$ cat config.mk
export PLATFORM = sky130hd
export DESIGN_NAME = id_issue_buffer_flat
export DESIGN_NICKNAME = d
export VERILOG_FILES = /design/src/rtl/id_issue_buffer_if.sv /design/src/rtl/id_issue_buffer.sv /design/src/flat_wrapper.sv
export SDC_FILE = /design/constraint.sdc
export NUM_CORES = 1
export LEC_CHECK = 0
export ABC_AREA = 1
export BUFFER_PORTS_ARGS = -buffer_cell sky130_fd_sc_hd__buf_4
export CORE_MARGIN = 4
export CORE_UTILIZATION = 39
export CTS_CLUSTER_DIAMETER = 100
export CTS_CLUSTER_SIZE = 14
export DETAILED_ROUTE_END_ITERATION = 6
export GPL_ROUTABILITY_DRIVEN = 0
export PLACE_DENSITY = 0.73
export SYNTH_ARGS = -nofsm -noshare
export SYNTH_HDL_FRONTEND = slang
export SYNTH_SLANG_ARGS = --single-unit
$ cat constraint.sdc
create_clock -name clk -period 3.8 [get_ports clk]
set_input_delay 0.38 -clock clk [delete_from_list [all_inputs] [get_ports clk]]
set_output_delay 0.38 -clock clk [all_outputs]
set_load 0.02 [all_outputs]
$ cat src/rtl/id_issue_buffer_if.sv
// Fetch, issue, regfile-read and forwarding signals between ID and its neighbours.
// master = surrounding pipeline (fetch/EX/regfile), slave = the issue buffer.
interface id_issue_buffer_if #(
    parameter int NFWD = 3
);
    logic                 fetch_valid;
    logic [31:0]          fetch_pc;
    logic [31:0]          fetch_inst;
    logic                 fetch_ready;
    logic                 issue_ready;
    logic                 issue_valid;
    logic [31:0]          issue_pc;
    logic [31:0]          issue_inst;
    logic [31:0]          rf_rdata1;
    logic [31:0]          rf_rdata2;
    logic [NFWD-1:0]      fwd_we;
    logic [5*NFWD-1:0]    fwd_waddr;
    logic [32*NFWD-1:0]   fwd_wdata;
    logic [31:0]          src1_data;
    logic [31:0]          src2_data;

    modport slave (
        input  fetch_valid, fetch_pc, fetch_inst, issue_ready,
               rf_rdata1, rf_rdata2, fwd_we, fwd_waddr, fwd_wdata,
        output fetch_ready, issue_valid, issue_pc, issue_inst, src1_data, src2_data
    );

    modport master (
        output fetch_valid, fetch_pc, fetch_inst, issue_ready,
               rf_rdata1, rf_rdata2, fwd_we, fwd_waddr, fwd_wdata,
        input  fetch_ready, issue_valid, issue_pc, issue_inst, src1_data, src2_data
    );
endinterface

$ cat src/rtl/id_issue_buffer.sv
// Decode-stage instruction buffer: circular FIFO, load-use interlock via a
// short issue scoreboard, and operand forwarding for the head instruction.
module id_issue_buffer #(
    parameter int DEPTH    = 4,
    parameter int NFWD     = 3,
    parameter int LOAD_LAT = 1
) (
    input  logic                   clk,
    input  logic                   rst,
    input  logic                   flush,
    id_issue_buffer_if.slave       bus,
    output logic [$clog2(DEPTH):0] occupancy,
    output logic [15:0]            hazard_cnt
);
    localparam int PTR_W = $clog2(DEPTH);
    localparam logic [PTR_W:0] FULL = (PTR_W+1)'(DEPTH);

    logic [PTR_W-1:0] rd_ptr_q, rd_ptr_d, wr_ptr_q, wr_ptr_d;
    logic [PTR_W:0]   occ_q, occ_d;
    logic [31:0]      pc_mem_q [DEPTH];
    logic [31:0]      pc_mem_d [DEPTH];
    logic [31:0]      inst_mem_q [DEPTH];
    logic [31:0]      inst_mem_d [DEPTH];
    logic [LOAD_LAT-1:0]      sb_vld_q, sb_vld_d;
    logic [LOAD_LAT-1:0][4:0] sb_addr_q, sb_addr_d;
    logic [15:0]      hazard_cnt_q, hazard_cnt_d;

    logic [31:0] head_inst;
    logic [4:0]  rs, rt;
    logic        not_empty, is_load, sb_hit, hazard, push, pop;
    logic        fetch_ready, issue_valid;
    logic [31:0] src1, src2;

    assign head_inst = inst_mem_q[rd_ptr_q];
    assign rs        = head_inst[25:21];
    assign rt        = head_inst[20:16];
    assign is_load   = (head_inst[31:29] == 3'b100);
    assign not_empty = (occ_q != '0);

    always_comb begin
        sb_hit = 1'b0;
        for (int i = 0; i < LOAD_LAT; i++) begin
            if (sb_vld_q[i] && ((rs != 5'd0 && rs == sb_addr_q[i]) ||
                                (rt != 5'd0 && rt == sb_addr_q[i])))
                sb_hit = 1'b1;
        end
    end

    assign hazard      = not_empty & sb_hit;
    assign issue_valid = not_empty & ~hazard & ~flush;
    // A full buffer refuses fetch even when the head pops the same cycle.
    assign fetch_ready = (occ_q < FULL);
    assign push        = bus.fetch_valid & fetch_ready & ~flush;
    assign pop         = issue_valid & bus.issue_ready;

    always_comb begin
        rd_ptr_d   = rd_ptr_q;
        wr_ptr_d   = wr_ptr_q;
        occ_d      = occ_q;
        pc_mem_d   = pc_mem_q;
        inst_mem_d = inst_mem_q;
        if (push) begin
            pc_mem_d[wr_ptr_q]   = bus.fetch_pc;
            inst_mem_d[wr_ptr_q] = bus.fetch_inst;
            wr_ptr_d             = wr_ptr_q + PTR_W'(1);
        end
        if (pop)
            rd_ptr_d = rd_ptr_q + PTR_W'(1);
        case ({push, pop})
            2'b10:   occ_d = occ_q + (PTR_W+1)'(1);
            2'b01:   occ_d = occ_q - (PTR_W+1)'(1);
            default: occ_d = occ_q;
        endcase
        if (flush) begin
            rd_ptr_d = '0;
            wr_ptr_d = '0;
            occ_d    = '0;
        end
    end

    // Scoreboard keeps shifting through flush: an issued load is still in flight.
    always_comb begin
        sb_vld_d  = '0;
        sb_addr_d = '0;
        for (int i = 1; i < LOAD_LAT; i++) begin
            sb_vld_d[i]  = sb_vld_q[i-1];
            sb_addr_d[i] = sb_addr_q[i-1];
        end
        if (pop && is_load && rt != 5'd0) begin
            sb_vld_d[0]  = 1'b1;
            sb_addr_d[0] = rt;
        end
    end

    always_comb begin
        hazard_cnt_d = hazard_cnt_q;
        if (hazard && bus.issue_ready && hazard_cnt_q != 16'hFFFF)
            hazard_cnt_d = hazard_cnt_q + 16'd1;
    end

    // Scan youngest-last so the lowest-index matching source wins.
    always_comb begin
        src1 = bus.rf_rdata1;
        src2 = bus.rf_rdata2;
        for (int i = NFWD-1; i >= 0; i--) begin
            if (bus.fwd_we[i] && bus.fwd_waddr[5*i +: 5] == rs) src1 = bus.fwd_wdata[32*i +: 32];
            if (bus.fwd_we[i] && bus.fwd_waddr[5*i +: 5] == rt) src2 = bus.fwd_wdata[32*i +: 32];
        end
        if (rs == 5'd0) src1 = '0;
        if (rt == 5'd0) src2 = '0;
    end

    always_ff @(posedge clk) begin
        if (!rst) begin
            rd_ptr_q     <= '0;
            wr_ptr_q     <= '0;
            occ_q        <= '0;
            sb_vld_q     <= '0;
            sb_addr_q    <= '0;
            hazard_cnt_q <= '0;
        end else begin
            rd_ptr_q     <= rd_ptr_d;
            wr_ptr_q     <= wr_ptr_d;
            occ_q        <= occ_d;
            sb_vld_q     <= sb_vld_d;
            sb_addr_q    <= sb_addr_d;
            hazard_cnt_q <= hazard_cnt_d;
        end
    end

    always_ff @(posedge clk) begin
        pc_mem_q   <= pc_mem_d;
        inst_mem_q <= inst_mem_d;
    end

    assign bus.fetch_ready = fetch_ready;
    assign bus.issue_valid = issue_valid;
    assign bus.issue_pc    = pc_mem_q[rd_ptr_q];
    assign bus.issue_inst  = head_inst;
    assign bus.src1_data   = src1;
    assign bus.src2_data   = src2;
    assign occupancy       = occ_q;
    assign hazard_cnt      = hazard_cnt_q;
endmodule
$ cat src/flat_wrapper.sv
// flat-port wrapper written by rule: the top's interface ports become plain ports
module id_issue_buffer_flat 
#(
    parameter int DEPTH    = 4,
    parameter int NFWD     = 3,
    parameter int LOAD_LAT = 1
)
  (clk, rst, flush, occupancy, hazard_cnt, bus_fetch_valid, bus_fetch_pc, bus_fetch_inst, bus_issue_ready, bus_rf_rdata1, bus_rf_rdata2, bus_fwd_we, bus_fwd_waddr, bus_fwd_wdata, bus_fetch_ready, bus_issue_valid, bus_issue_pc, bus_issue_inst, bus_src1_data, bus_src2_data);
  id_issue_buffer_if #(.NFWD(NFWD)) bus_i ();
  input  logic clk;
  input  logic rst;
  input  logic flush;
  output logic [$clog2(DEPTH):0] occupancy;
  output logic [15:0] hazard_cnt;
  input wire logic [$bits(bus_i.fetch_valid)-1:0] bus_fetch_valid;
  input wire logic [$bits(bus_i.fetch_pc)-1:0] bus_fetch_pc;
  input wire logic [$bits(bus_i.fetch_inst)-1:0] bus_fetch_inst;
  input wire logic [$bits(bus_i.issue_ready)-1:0] bus_issue_ready;
  input wire logic [$bits(bus_i.rf_rdata1)-1:0] bus_rf_rdata1;
  input wire logic [$bits(bus_i.rf_rdata2)-1:0] bus_rf_rdata2;
  input wire logic [$bits(bus_i.fwd_we)-1:0] bus_fwd_we;
  input wire logic [$bits(bus_i.fwd_waddr)-1:0] bus_fwd_waddr;
  input wire logic [$bits(bus_i.fwd_wdata)-1:0] bus_fwd_wdata;
  output wire logic [$bits(bus_i.fetch_ready)-1:0] bus_fetch_ready;
  output wire logic [$bits(bus_i.issue_valid)-1:0] bus_issue_valid;
  output wire logic [$bits(bus_i.issue_pc)-1:0] bus_issue_pc;
  output wire logic [$bits(bus_i.issue_inst)-1:0] bus_issue_inst;
  output wire logic [$bits(bus_i.src1_data)-1:0] bus_src1_data;
  output wire logic [$bits(bus_i.src2_data)-1:0] bus_src2_data;
  assign bus_i.fetch_valid = bus_fetch_valid;
  assign bus_i.fetch_pc = bus_fetch_pc;
  assign bus_i.fetch_inst = bus_fetch_inst;
  assign bus_i.issue_ready = bus_issue_ready;
  assign bus_i.rf_rdata1 = bus_rf_rdata1;
  assign bus_i.rf_rdata2 = bus_rf_rdata2;
  assign bus_i.fwd_we = bus_fwd_we;
  assign bus_i.fwd_waddr = bus_fwd_waddr;
  assign bus_i.fwd_wdata = bus_fwd_wdata;
  assign bus_fetch_ready = bus_i.fetch_ready;
  assign bus_issue_valid = bus_i.issue_valid;
  assign bus_issue_pc = bus_i.issue_pc;
  assign bus_issue_inst = bus_i.issue_inst;
  assign bus_src1_data = bus_i.src1_data;
  assign bus_src2_data = bus_i.src2_data;
  id_issue_buffer #(.DEPTH(DEPTH), .NFWD(NFWD), .LOAD_LAT(LOAD_LAT)) u_core (.clk(clk), .rst(rst), .flush(flush), .bus(bus_i), .occupancy(occupancy), .hazard_cnt(hazard_cnt));
endmodule
==> flow_summary.json, run 1 <==
{
  "outcome": "finished, violations left",
  "violations": "design-rule violations",
  "pre_cts_ws_ns": 0.533,
  "power.leakage_uw": 0.00831,
  "drc_errors": 6,
  "crit_type": "register to primary output",
  "cp_top_family": "buffers and inverters",
  "first_global_vias": 13100,
  "cp-end-kind": "primary output",
  "cts-root-buf": "clkbuf_16",
  "yosys.area.top_type_share_pct": 51.9,
  "regToRegSetupSlack_ns": 0.69,
  "synthFlopType": "edfxtp_1",
  "rows": 71,
  "dpl-instance-area_um2": 18200,
  "antennaDiodeCount": 0,
  "drtPass1Iterations": 7,
  "slew_viol_final": 0,
  "cts_sinks": 285,
  "layout_worst_path_cycle_share_pct": 92.0,
  "cts_inserted_buffers": 24,
  "vias_per_cell": 5.32,
  "clock.fmax_ghz": 0.286,
  "dieArea_um2": 41100,
  "syn_avg_cell_area_um2": 8.69,
  "hold_path_end": "u_core.inst_mem_q[121]$_DFFE_PP_",
  "irDropWorstVdd_v": 0.000445,
  "setup_viol": 0,
  "first_iter_violations": 1397,
  "clk_path_buf_depth": 3,
  "post_drt_wl_per_cell_um": 19.3,
  "slew-limit-headroom_pct": 36.9,
  "rsz0062_at_grt": "false",
  "pin_count": 396,
  "grt_overflow": 0,
  "initial_core_util_pct": 39.4,
  "nets": 2305,
  "worst_pin_slew_ns": 0.947,
  "synth_edf_count": 256,
  "track_usage_pct": 22.7,
  "cpMostUsedCell": "nand3_1",
  "fill_cells": 3466,
  "fin_worst_skew_ns": 0.0133,
  "cts_tree": "yes",
  "hold_path_class": "input pin to register",
  "vias": 13700,
  "worstSetupStartpointType": "register",
  "clk_pin_slew_worst_paths_ns": 0.07,
  "fin_area_um2": 19000,
  "die_w_um": 203,
  "ant_nets": 0,
  "seq_area_frac_synth_pct": 55.8,
  "grt_antenna_before_repair": 1,
  "crit_required_ns": 3.42,
  "cp_cell_sequence": "inv_2 -> nand3_1 -> nand2_2 -> inv_2 -> o21ai_0 -> nor2_1 -> nand3_1 -> buf_4 -> nand3_1 -> nand3_1 -> nand2_1 -> inv_1 -> buf_4",
  "tns_ns": 0,
  "postCtsSetupBuffers": 0,
  "r2r-end": "u_core.occupancy[2]$_SDFFE_PP0P_",
  "min_path_cells": 1,
  "hold_violations": 0,
  "die_y_um": 203,
  "synth_top_area_cell": "edfxtp_1",
  "synth_nets": 1958,
  "numPortBuffers": 395,
  "synth_cells": 1704,
  "slowest_stage": "dfxtp_4",
  "min_period_ns": 3.50,
  "worstPathMaxFanout": 32,
  "layout-drive-gt1-share_pct": 24.1,
  "core_um2": 37600,
  "worst-path-buf-inv": 5,
  "area_delta_synth_final_pct": 28.0,
  "finalWirelength_um": 49900,
  "timing.rr.start": "u_core.rd_ptr_q[1]$_SDFFE_PP0N_",
  "synth_area_leaders": "edfxtp_1 (52%), nand2_1 (7.2%), nor2_1 (6.9%), nand3_1 (6.6%), inv_1 (5.2%)",
  "postSynth.asyncResetShare_pct": 0,
  "netlist_area_um2": 14800,
  "synth_cell_types": 37,
  "power_density_nw_per_um2": 359,
  "clk_latency_ns": 0.53,
  "layout_setup_ws_ns": 0.303,
  "dp_hpwl_um": 34600,
  "critPathMaxStageDelay_ns": 0.43,
  "worst_ep_arrival_time_ns": 3.12,
  "synth-seq-cells": 285,
  "yosys_warnings": 0,
  "htree_levels": 1,
  "rr_worst_depth": 18,
  "maxCapViolCount": 0,
  "grt_pass1_wl_um": 74900,
  "grt_max_degree": 93,
  "min_from": "bus_fetch_inst[25]"
}
through the flow:
| step | hold WS [ns] | instances | util (%) | total power, uW |
|---|---|---|---|---|
| detailed placement | 0.471 | 2536 | 48.5 | 4610 |
| global placement | 0.475 | 2536 | 48.5 | 4600 |
| global route | 0.0320 | 2580 | 50.4 | 7060 |
| CTS | 0.0276 | 2580 | 50.4 | 6840 |
| finish | 0.0471 | 2580 | 50.4 | 6800 |
| floorplan | 0.479 | 1704 | - | 4040 |
state kept, by name, indices dropped and copies added, names as in the netlist:
name,count
u_core.hazard_cnt,16
u_core.inst_mem_q,128
u_core.sb_vld_q,1
u_core.wr_ptr_q,2
u_core.pc_mem_q,128
u_core.sb_addr_q,5
u_core.rd_ptr_q,2
u_core.occupancy,3
final cells by class:
class                      instances  area [um2]  area share [%]
clock buffer                      42         668            3.52
clock inverter                     2        27.5           0.145
inverter                         214         808            4.26
multi-input combinational       1103        5330            28.1
sequential                       285        8280            43.7
tap                              511         639            3.37
timing repair buffer             423        3210            16.9
cell usage after synthesis, types with 2 or more instances:
cell type	instances
nand3_2	7
clkinv_1	3
nand2_1	285
a21oi_1	28
ha_1	6
inv_2	7
clkbuf_1	60
nand4_2	2
inv_1	204
nand2_2	10
o21ai_1	5
nand2_4	2
nand4_1	68
xnor2_1	9
o21ai_0	115
nor3_1	3
o22ai_1	57
nand3_1	196
buf_6	2
nand3b_1	2
nor2_2	4
buf_1	2
dfxtp_1	29
xor2_1	20
edfxtp_1	256
buf_4	4
buf_2	34
nor2_1	272
nor2_4	3
a21oi_2	2
layer usage:
metal  track usage, %  vias to the layer above  wire length (um)
li1                 -                     6408                 -
met1             27.5                     6401             18400
met2             38.3                      782             23800
met3             6.56                      123              5580
met4             8.92                        2              2090
met5                0                        -                20
how the worst max path moves through the flow:
stage | end | slack (ns) | cells after the start | from
after floorplan | u_core.inst_mem_q[0]$_DFFE_PP_ | -0.25 | 3 | u_core.occupancy[2]$_SDFFE_PP0P_
after global placement | u_core.occupancy[2]$_SDFFE_PP0P_ | 0.63 | 19 | u_core.rd_ptr_q[0]$_SDFFE_PP0N_
after detailed placement | u_core.occupancy[2]$_SDFFE_PP0P_ | 0.53 | 19 | u_core.rd_ptr_q[0]$_SDFFE_PP0N_
after CTS | bus_src1_data[16] | 0.07 | 13 | u_core.rd_ptr_q[1]$_SDFFE_PP0N_
after global routing | bus_src1_data[16] | 0.03 | 13 | u_core.rd_ptr_q[1]$_SDFFE_PP0N_
final | bus_src1_data[16] | 0.30 | 13 | u_core.rd_ptr_q[1]$_SDFFE_PP0N_
power by group:
| part | leakage (uW) | internal [uW] | total, uW | switching (uW) |
|---|---|---|---|---|
| registers | 0.00256 | 3460 | 3470 | 11.4 |
| clock network | 0.000330 | 1200 | 2250 | 1050 |
| logic | 0.00542 | 429 | 1080 | 649 |
| total | 0.00831 | 5090 | 6800 | 1710 |
cells in the final DEF (no fill, tap or decap), types with 3 or more instances in the layout:
cell / synthesis / final
a21oi_1: 28 / 27
a21oi_2: 2 / 3
buf_4: 4 / 419
clkbuf_1: 60 / 18
clkbuf_16: 0 / 24
clkinv_1: 3 / 3
dfxtp_1: 29 / 27
edfxtp_1: 256 / 256
ha_1: 6 / 6
inv_1: 204 / 203
inv_2: 7 / 6
nand2_1: 285 / 285
nand2_2: 10 / 10
nand3_1: 196 / 194
nand3_2: 7 / 9
nand4_1: 68 / 68
nor2_1: 272 / 268
nor2_2: 4 / 4
nor2_4: 3 / 7
nor3_1: 3 / 3
o21ai_0: 115 / 115
o21ai_1: 5 / 5
o22ai_1: 57 / 57
xnor2_1: 9 / 9
xor2_1: 20 / 20
kinds of logic (layout without fill, tap and decap cells):
| kind of cell | Yosys count | in the layout | share of synthesized area, % |
|---|---|---|---|
| compound gates | 210 | 210 | 7.70 |
| xor+xnor | 29 | 29 | 1.72 |
| fa+ha+maj | 7 | 7 | 0.642 |
| buf+inv | 316 | 681 | 8.50 |
| flops | 285 | 285 | 55.8 |
| simple gates | 857 | 857 | 25.6 |
what timing repair did:
item	in CTS	in global routing
gates resized for setup	0	7
setup endpoints to repair	0	64
hold buffers	0	0
(Power assumes the default switching activity.)
==> run 2: changes to the inputs <==
--- a/config.mk
+++ b/config.mk
@@ -13,7 +13,7 @@
 export CTS_CLUSTER_SIZE = 14
 export DETAILED_ROUTE_END_ITERATION = 6
 export GPL_ROUTABILITY_DRIVEN = 0
-export PLACE_DENSITY = 0.73
+export PLACE_DENSITY = 0.7
 export SYNTH_ARGS = -nofsm -noshare
 export SYNTH_HDL_FRONTEND = slang
 export SYNTH_SLANG_ARGS = --single-unit
==> constraint.sdc (replaced) <==
create_clock -name clk -period 3.85 [get_ports clk]
set_input_delay 0.385 -clock clk [delete_from_list [all_inputs] [get_ports clk]]
set_output_delay 0.385 -clock clk [all_outputs]
set_load 0.02 [all_outputs]
==> flow_summary.json, run 2 (same netlist as run 1, synthesis figures left out) <==
{
  "initial_core_util_pct": 39.4,
  "tns_ns": 0,
  "drc_errors": 0,
  "worst_ep_arrival_time_ns": 3.23,
  "area_delta_synth_final_pct": 28.3,
  "cp_top_family": "simple AND/OR/NAND/NOR gates",
  "die_y_um": 203,
  "worst-path-buf-inv": 4,
  "clk_pin_slew_worst_paths_ns": 0.07,
  "htree_levels": 1,
  "layout_worst_path_cycle_share_pct": 93.9,
  "finalWirelength_um": 50200,
  "crit_required_ns": 3.46,
  "grt_antenna_before_repair": 1,
  "rsz0062_at_grt": "false",
  "setup_viol": 0,
  "dp_hpwl_um": 34900,
  "first_global_vias": 13200,
  "track_usage_pct": 23.2,
  "worstSetupStartpointType": "register",
  "grt_overflow": 0,
  "slew-limit-headroom_pct": 48.5,
  "crit_type": "register to primary output",
  "final_cells": 2579,
  "worstPathMaxFanout": 65,
  "numPortBuffers": 395,
  "maxCapViolCount": 0,
  "cts_tree": "yes",
  "ant_nets": 0,
  "vias": 13700,
  "nets": 2304,
  "core_um2": 37600,
  "drtPass1Iterations": 7,
  "irDropWorstVdd_v": 0.000426,
  "die_w_um": 203,
  "grt_max_degree": 77,
  "first_iter_violations": 1073,
  "grt_pass1_wl_um": 76200,
  "cts_sinks": 285,
  "clk_path_buf_depth": 3,
  "hold_violations": 0,
  "critPathLaunch": "u_core.rd_ptr_q[1]$_SDFFE_PP0N_",
  "cts_inserted_buffers": 24,
  "rows": 71,
  "pre_cts_ws_ns": 0.494,
  "timing.rr.start": "u_core.rd_ptr_q[1]$_SDFFE_PP0N_",
  "vias_per_cell": 5.30,
  "hold_buffers": 0,
  "most-common-layout-cells": "buf_4 (416), nand2_1 (285), nor2_1 (268)",
  "power.leakage_uw": 0.00831,
  "postCtsSetupBuffers": 0,
  "dieArea_um2": 41100,
  "slew_viol_final": 0,
  "fill_cells": 3463,
  "finalPower_uw": 6740,
  "slowest_stage": "buf_8",
  "cp-end-kind": "primary output",
  "clock.fmax_ghz": 0.277,
  "post_drt_wl_per_cell_um": 19.5,
  "worst_pin_slew_ns": 0.772,
  "pin_count": 396,
  "layout-drive-gt1-share_pct": 24.0,
  "final_core_util_pct": 50.5,
  "antennaDiodeCount": 0,
  "min_from": "bus_fetch_inst[15]",
  "outcome": "complete, no violations",
  "final_common_cell": "buf_4",
  "layout_setup_ws_ns": 0.235,
  "clk_latency_ns": 0.54,
  "hold_path_class": "input pin to register",
  "cpMostUsedCell": "nand3_1",
  "critPathMaxStageDelay_ns": 0.39,
  "dp.cells": 2535,
  "cp_cell_sequence": "buf_8 -> nand3_1 -> nand2_2 -> or2_2 -> nand4_1 -> nor3_4 -> nand2_1 -> buf_4 -> nand3_1 -> nand3_1 -> nand2_1 -> inv_1 -> buf_4",
  "fin_worst_skew_ns": 0.0246,
  "power_density_nw_per_um2": 355,
  "min_period_ns": 3.61,
  "cts-root-buf": "clkbuf_16"
}
## run 2: cell types whose count changed in the layout (fill, tap and decap cells not counted), sizes merged
cell	change
buf	-1
## run 2: metal layers
metal	track usage, %	part of all wire, %
met2	38.0	47
met5	0	0.026
met3	6.85	10
met1	28.1	37
met4	11.3	5.7
## run 2: area by class of cell
class | instances | area [um2] | share of cell area (%)
clock buffer | 42 | 668 | 3.52
multi-input combinational | 1103 | 5320 | 28.0
timing repair buffer | 422 | 3240 | 17.0
clock inverter | 2 | 41.3 | 0.217
tap | 511 | 639 | 3.37
sequential | 285 | 8270 | 43.6
inverter | 214 | 808 | 4.26
## run 2: worst register-to-register path, delay by kind of cell (launching register included)
kind            cells  cell delay (ns)
fa+ha+maj           2             0.52
flops               1             0.37
simple gates        9             1.09
buf+inv             3             0.55
compound gates      4             0.46
## run 2: report_power, final
group          internal [uW]  switching [uW]
sequential              3420            12.8
combinational            425             645
clock                   1190            1050
## run 2: final timing paths
check | end | slack, ns | cells past startpoint
min | u_core.inst_mem_q[47]$_DFFE_PP_ | 0.04 | 1
max reg2reg | u_core.occupancy[2]$_SDFFE_PP0P_ | 0.76 | 18
max | bus_src2_data[13] | 0.24 | 13
min reg2reg | u_core.hazard_cnt[15]$_SDFFE_PN0P_ | 0.50 | 2
## run 2: metrics by stage
step / cell area, um2 / hold slack [ns]
after floorplan: 14800 / 0.484
after global placement: 18300 / 0.477
after detailed placement: 18300 / 0.492
after CTS: 19000 / 0.0192
after global routing: 19000 / 0.0245
final: 19000 / 0.0380
## run 2: what timing repair did
item,CTS,global route
endpoints found under the setup margin,2,64
gates cloned,0,0
gates resized for setup,1,5
